--- config.mk ---
export PLATFORM = sky130hd
export DESIGN_NAME = anubis_dec_key_buffer
export DESIGN_NICKNAME = d
export VERILOG_FILES = /design/src/rtl/anubis_dec_key_buffer.sv
export SDC_FILE = /design/constraint.sdc
export NUM_CORES = 2
export LEC_CHECK = 0
export CAP_MARGIN = 20
export CORE_ASPECT_RATIO = 0.8
export CORE_MARGIN = 5
export CORE_UTILIZATION = 50
export DETAILED_ROUTE_END_ITERATION = 8
export DONT_BUFFER_PORTS = 1
export PLACE_DENSITY = 0.66
export SLEW_MARGIN = 20
export SYNTH_ARGS = -nofsm -noshare
export SYNTH_HDL_FRONTEND = slang
export SYNTH_HIERARCHICAL = 1
export SYNTH_SLANG_ARGS = --single-unit
--- constraint.sdc ---
create_clock -name clk -period 16.8 [get_ports clk]
set_input_delay 3.36 -clock clk [delete_from_list [all_inputs] [get_ports clk]]
set_output_delay 3.36 -clock clk [all_outputs]
set_load 0.02 [all_outputs]
--- src/rtl/anubis_dec_key_buffer.sv ---
// Decryption key buffer for Anubis. It stores the encryption round keys once
// and replays them in reverse order, passing the middle keys through theta.

module anubis_theta (
  input  logic [127:0] a,
  output logic [127:0] b
);
  function automatic logic [7:0] xtime(input logic [7:0] x);
    return {x[6:0], 1'b0} ^ (x[7] ? 8'h1D : 8'h00);
  endfunction

  // Multiply by an entry of the Hadamard row {01,02,04,06}
  function automatic logic [7:0] mul_h(input logic [7:0] x, input logic [1:0] sel);
    logic [7:0] x2;
    logic [7:0] x4;
    x2 = xtime(x);
    x4 = xtime(x2);
    case (sel)
      2'd0:    mul_h = x;
      2'd1:    mul_h = x2;
      2'd2:    mul_h = x4;
      default: mul_h = x4 ^ x2;
    endcase
  endfunction

  for (genvar r = 0; r < 4; r++) begin : g_row
    for (genvar c = 0; c < 4; c++) begin : g_col
      localparam logic [1:0] C = 2'(c);
      assign b[127-8*(4*r+c) -: 8] = mul_h(a[127-8*(4*r+0) -: 8], C ^ 2'd0)
                                   ^ mul_h(a[127-8*(4*r+1) -: 8], C ^ 2'd1)
                                   ^ mul_h(a[127-8*(4*r+2) -: 8], C ^ 2'd2)
                                   ^ mul_h(a[127-8*(4*r+3) -: 8], C ^ 2'd3);
    end
  end
endmodule

module anubis_dec_key_buffer #(
  parameter int ROUNDS = 12,
  parameter int IDX_W  = 4
) (
  input  logic             clk,
  input  logic             reset,
  input  logic             load_key,
  input  logic             wr_valid,
  input  logic [127:0]     wr_key,
  output logic             wr_ready,
  output logic             keys_ready,
  input  logic             rd_start,
  output logic             rd_valid,
  input  logic             rd_ready,
  output logic [127:0]     rd_key,
  output logic [IDX_W-1:0] rd_idx,
  output logic             rd_last
);
  localparam logic [IDX_W-1:0] LAST = IDX_W'(ROUNDS);

  typedef enum logic [1:0] {FILL, LOADED, STREAM} state_t;

  state_t           state;
  state_t           state_next;
  logic [127:0]     mem [0:ROUNDS];
  logic [IDX_W-1:0] wr_cnt;
  logic             mem_we;
  logic             rd_load;
  logic             rd_done;
  logic [IDX_W-1:0] sel_idx;
  logic [IDX_W-1:0] sel_addr;
  logic [127:0]     sel_raw;
  logic [127:0]     sel_theta;
  logic [127:0]     sel_key;

  always_comb begin
    state_next = state;
    mem_we     = 1'b0;
    rd_load    = 1'b0;
    rd_done    = 1'b0;
    sel_idx    = '0;
    if (load_key) begin
      state_next = FILL;
    end else begin
      case (state)
        FILL: begin
          if (wr_valid) begin
            mem_we = 1'b1;
            if (wr_cnt == LAST) state_next = LOADED;
          end
        end
        LOADED: begin
          if (rd_start) begin
            rd_load    = 1'b1;
            state_next = STREAM;
          end
        end
        STREAM: begin
          if (rd_valid && rd_ready) begin
            if (rd_last) begin
              rd_done    = 1'b1;
              state_next = LOADED;
            end else begin
              rd_load = 1'b1;
              sel_idx = rd_idx + 1'b1;
            end
          end
        end
        default: state_next = FILL;
      endcase
    end
  end

  // Decryption index j reads encryption key ROUNDS-j; only the two ends skip theta
  assign sel_addr = LAST - sel_idx;
  assign sel_raw  = mem[sel_addr];

  anubis_theta u_theta (
    .a (sel_raw),
    .b (sel_theta)
  );

  assign sel_key    = (sel_idx == '0 || sel_idx == LAST) ? sel_raw : sel_theta;
  assign wr_ready   = (state == FILL);
  assign keys_ready = (state != FILL);

  always_ff @(posedge clk) begin
    if (reset) state <= FILL;
    else       state <= state_next;
  end

  // Key storage is deliberately left unreset
  always_ff @(posedge clk) begin
    if (mem_we && !reset) mem[wr_cnt] <= wr_key;
  end

  always_ff @(posedge clk) begin
    if (reset || load_key) begin
      wr_cnt   <= '0;
      rd_valid <= 1'b0;
      rd_key   <= '0;
      rd_idx   <= '0;
      rd_last  <= 1'b0;
    end else begin
      if (mem_we && wr_cnt != LAST) wr_cnt <= wr_cnt + 1'b1;
      if (rd_load) begin
        rd_valid <= 1'b1;
        rd_idx   <= sel_idx;
        rd_key   <= sel_key;
        rd_last  <= (sel_idx == LAST);
      end else if (rd_done) begin
        rd_valid <= 1'b0;
        rd_last  <= 1'b0;
      end
    end
  end
endmodule

==> results.py <==
metrics = {
    "global_routing": {
        "antenna_found_initial": 2,
        "grt_first_pass_wirelength_microns": 262000,
        "grt_overflow": 0,
        "track_usage_pct": 23.2,
        "grt_pass1_vias": 36900,
        "grt_max_degree": 126,
    },
    "hold_path": {
        "min_from": "mem[12][82]$_DFFE_PP_",
        "whs_endpoint": "rd_key[82]$_SDFFE_PP0P_",
        "hold_path_depth": 2,
        "hp-class": "reg2reg",
    },
    "critical_path": {
        "arrival_ps": 9230,
        "slowest_stage": "buf_4",
        "regToRegSetupSlack_ps": 10130,
        "r2r-end": "rd_key[43]$_SDFFE_PP0P_",
        "timing.rr.start": "state[0]$_SDFFE_PP0P_",
        "crit_path_max_fanout": 65,
        "cp_cell_sequence": "nand4b_1 > or3_4 > ha_4 > buf_4 > buf_4 > mux4_2 > a22o_1 > a31oi_1 > nand2_1 > xnor2_2 > xnor3_1 > xnor2_1 > o221ai_1 > a31oi_1",
        "rr_worst_depth": 16,
        "cp-end-kind": "flip-flop",
        "crit_required_ps": 17540,
        "cp_slowest_stage_delay_ps": 850,
        "start_kind": "input pin",
        "worstSetupPathType": "in2reg",
    },
    "timing": {
        "drv_slew": 0,
        "finalSetupTns_ps": 0,
        "fin_crit_sh_pct": 50.6,
        "hold_viol": 0,
        "post-route-min-period_ps": 8490,
        "rsz0062_at_grt": "false",
        "fin_ws_ps": 8310,
        "fin_worst_skew_ps": 32.2,
        "slew-limit-headroom_pct": 26.2,
        "worst_slew_pin_slew_ps": 1100,
        "timing.fmax_mhz": 118,
        "setup_viol": 0,
    },
    "placed_design": {
        "post_dp_cell_area_sq_um": 75100,
        "gp_congestion": 0.850,
        "pre_cts_slack_ps": 7370,
        "io_buffer_count": 0,
        "hpwlAfterDp_microns": 98100,
    },
    "die": {
        "core.rowCount": 125,
        "initial_utilization_pct": 50.4,
        "pin_count": 270,
        "die-area_sq_um": 154000,
        "chipHeight_microns": 352,
        "core_region_area_sq_um": 145000,
        "die_w_microns": 438,
    },
    "cells_and_area": {
        "synthToLayoutAreaGrowth_pct": 10.4,
        "fill_cells": 10800,
        "drive_gt1_share_pct": 19.2,
        "finalInstanceArea_sq_um": 80800,
        "final_nets": 3908,
    },
    "drt": {
        "drtAntennaViolNets": 0,
        "wl_per_cell_microns": 30.9,
        "viasPerCell": 6.30,
        "drtPass1Iterations": 6,
        "via_count": 36600,
        "drtIter0Drc": 3763,
        "route.detailed.drc": 0,
        "wl_microns": 180000,
    },
    "yosys": {
        "synthTopCellsByCount": "edfxtp_1 (1664), mux4_2 (384), xnor2_1 (317)",
        "yosysTopAreaCell": "edfxtp_1",
        "synth_area_sq_um": 73200,
        "async_reset_ff_share_pct": 0,
        "yosysMostFrequentCell": "edfxtp_1",
        "ys_seq_area_share_pct": 72.1,
        "synth-edff-count": 1664,
        "ys.flop_type": "edfxtp_1",
        "syn_nets": 3914,
        "synth_area_leaders": "edfxtp_1 (68%), mux4_2 (12%), dfxtp_1 (3.8%)",
        "synthCells": 3769,
        "synth-seq-cells": 1804,
        "synth_top_area_share_pct": 68.3,
        "yosysUniqueCellTypes": 47,
        "syn_area_per_cell_sq_um": 19.4,
        "yosys_warnings": 6,
    },
    "cts": {
        "cts.repair.resized": 0,
        "cts_setup_buffers": 0,
        "cts_hold_buf": 0,
        "clk_latency_ps": 820,
        "clk_path_buf_depth": 3,
        "cts.sinks": 1804,
        "cts_root_buffer": "clkbuf_16",
        "cts-buffers-inserted": 174,
        "cts-htree-levels": 4,
        "clk_pin_slew_ps": 70,
        "cts_tree": "done",
    },
    "run_status": {
        "outcome": "completed",
    },
    "pwr": {
        "ir_drop_v": 0.0000868,
        "powerDensity_nw_per_um2": 109,
        "p_total_mw": 8.82,
        "p_leak_nw": 25.9,
    },
    "job": {
        "drv_cap": 0,
    },
}
==> worst max-delay path: cells and delay by family <==
kind,cells,cell delay (ps)
fa+ha+maj,1,690
compound gates,4,880
buf+inv,2,1490
xor+xnor,3,1150
mux,1,420
simple gates,3,1150
==> worst max path at each step <==
stage                     cells after the start                 endpoint  startpoint
after floorplan                               4      mem[4][0]$_DFFE_PP_    load_key
after global placement                       14  rd_key[35]$_SDFFE_PP0P_    rd_ready
after detailed placement                     14  rd_key[43]$_SDFFE_PP0P_    rd_ready
after CTS                                    14  rd_key[43]$_SDFFE_PP0P_    rd_ready
after global routing                         14  rd_key[36]$_SDFFE_PP0P_    rd_ready
final                                        14  rd_key[43]$_SDFFE_PP0P_    rd_ready
==> through the flow <==
stage / cells / utilization (%) / hold WS (ps)
final: 5820 / 55.6 / 522
after detailed placement: 5492 / 51.7 / 512
after CTS: 5818 / 55.6 / 524
after global placement: 5492 / 51.7 / 500
after floorplan: 3769 / - / 495
after global routing: 5819 / 55.6 / 554
==> power by group <==
group	switching (mW)	internal (mW)	leakage (nW)	total, mW
Clock	1.68	2.20	2.77	3.87
Sequential	0.00277	4.91	16.1	4.92
Combinational	0.0214	0.0109	7.02	0.0324
Total	1.70	7.12	25.9	8.82
==> cell type report <==
type	instances	area, sq um	area share (%)
tap	1905	2380	2.95
inverter	7	26.3	0.0325
clock inverter	97	882	1.09
timing repair buffer	62	591	0.731
clock buffer	229	4780	5.91
sequential	1804	52800	65.3
multi-input combinational	1714	19300	23.9
antenna	2	5.00	0.00620
==> cells in the final DEF (no fill, tap or decap), types with 128 or more instances in the layout <==
master     count
a22o_1       128
a31oi_1      256
clkbuf_16    178
dfxtp_1      140
edfxtp_1    1664
mux4_2       384
nand2_1      274
o221ai_1     128
xnor2_1      317
==> sequential cells by signal (all words and copies together) (netlist names) <==
register / cells
rd_key: 128
rd_valid: 1
wr_cnt: 4
rd_last: 1
state: 2
rd_idx: 4
mem: 1664
==> cell families after synthesis <==
family	synth area share, %
AO/OA/AOI/OAI	5.41
XOR/XNOR	6.91
adder cells (fa/ha/maj)	0.188
buffers and inverters	1.70
flip-flops	72.1
multiplexers	11.8
AND/OR/NAND/NOR	1.83
==> metal layers <==
metal  global-route usage [%]  part of all wire (%)
met4                     7.12                   2.8
met2                     36.5                    48
met5                        0                     0
met1                     32.3                    41
met3                     5.96                   8.6
(Power assumes the default switching activity.)
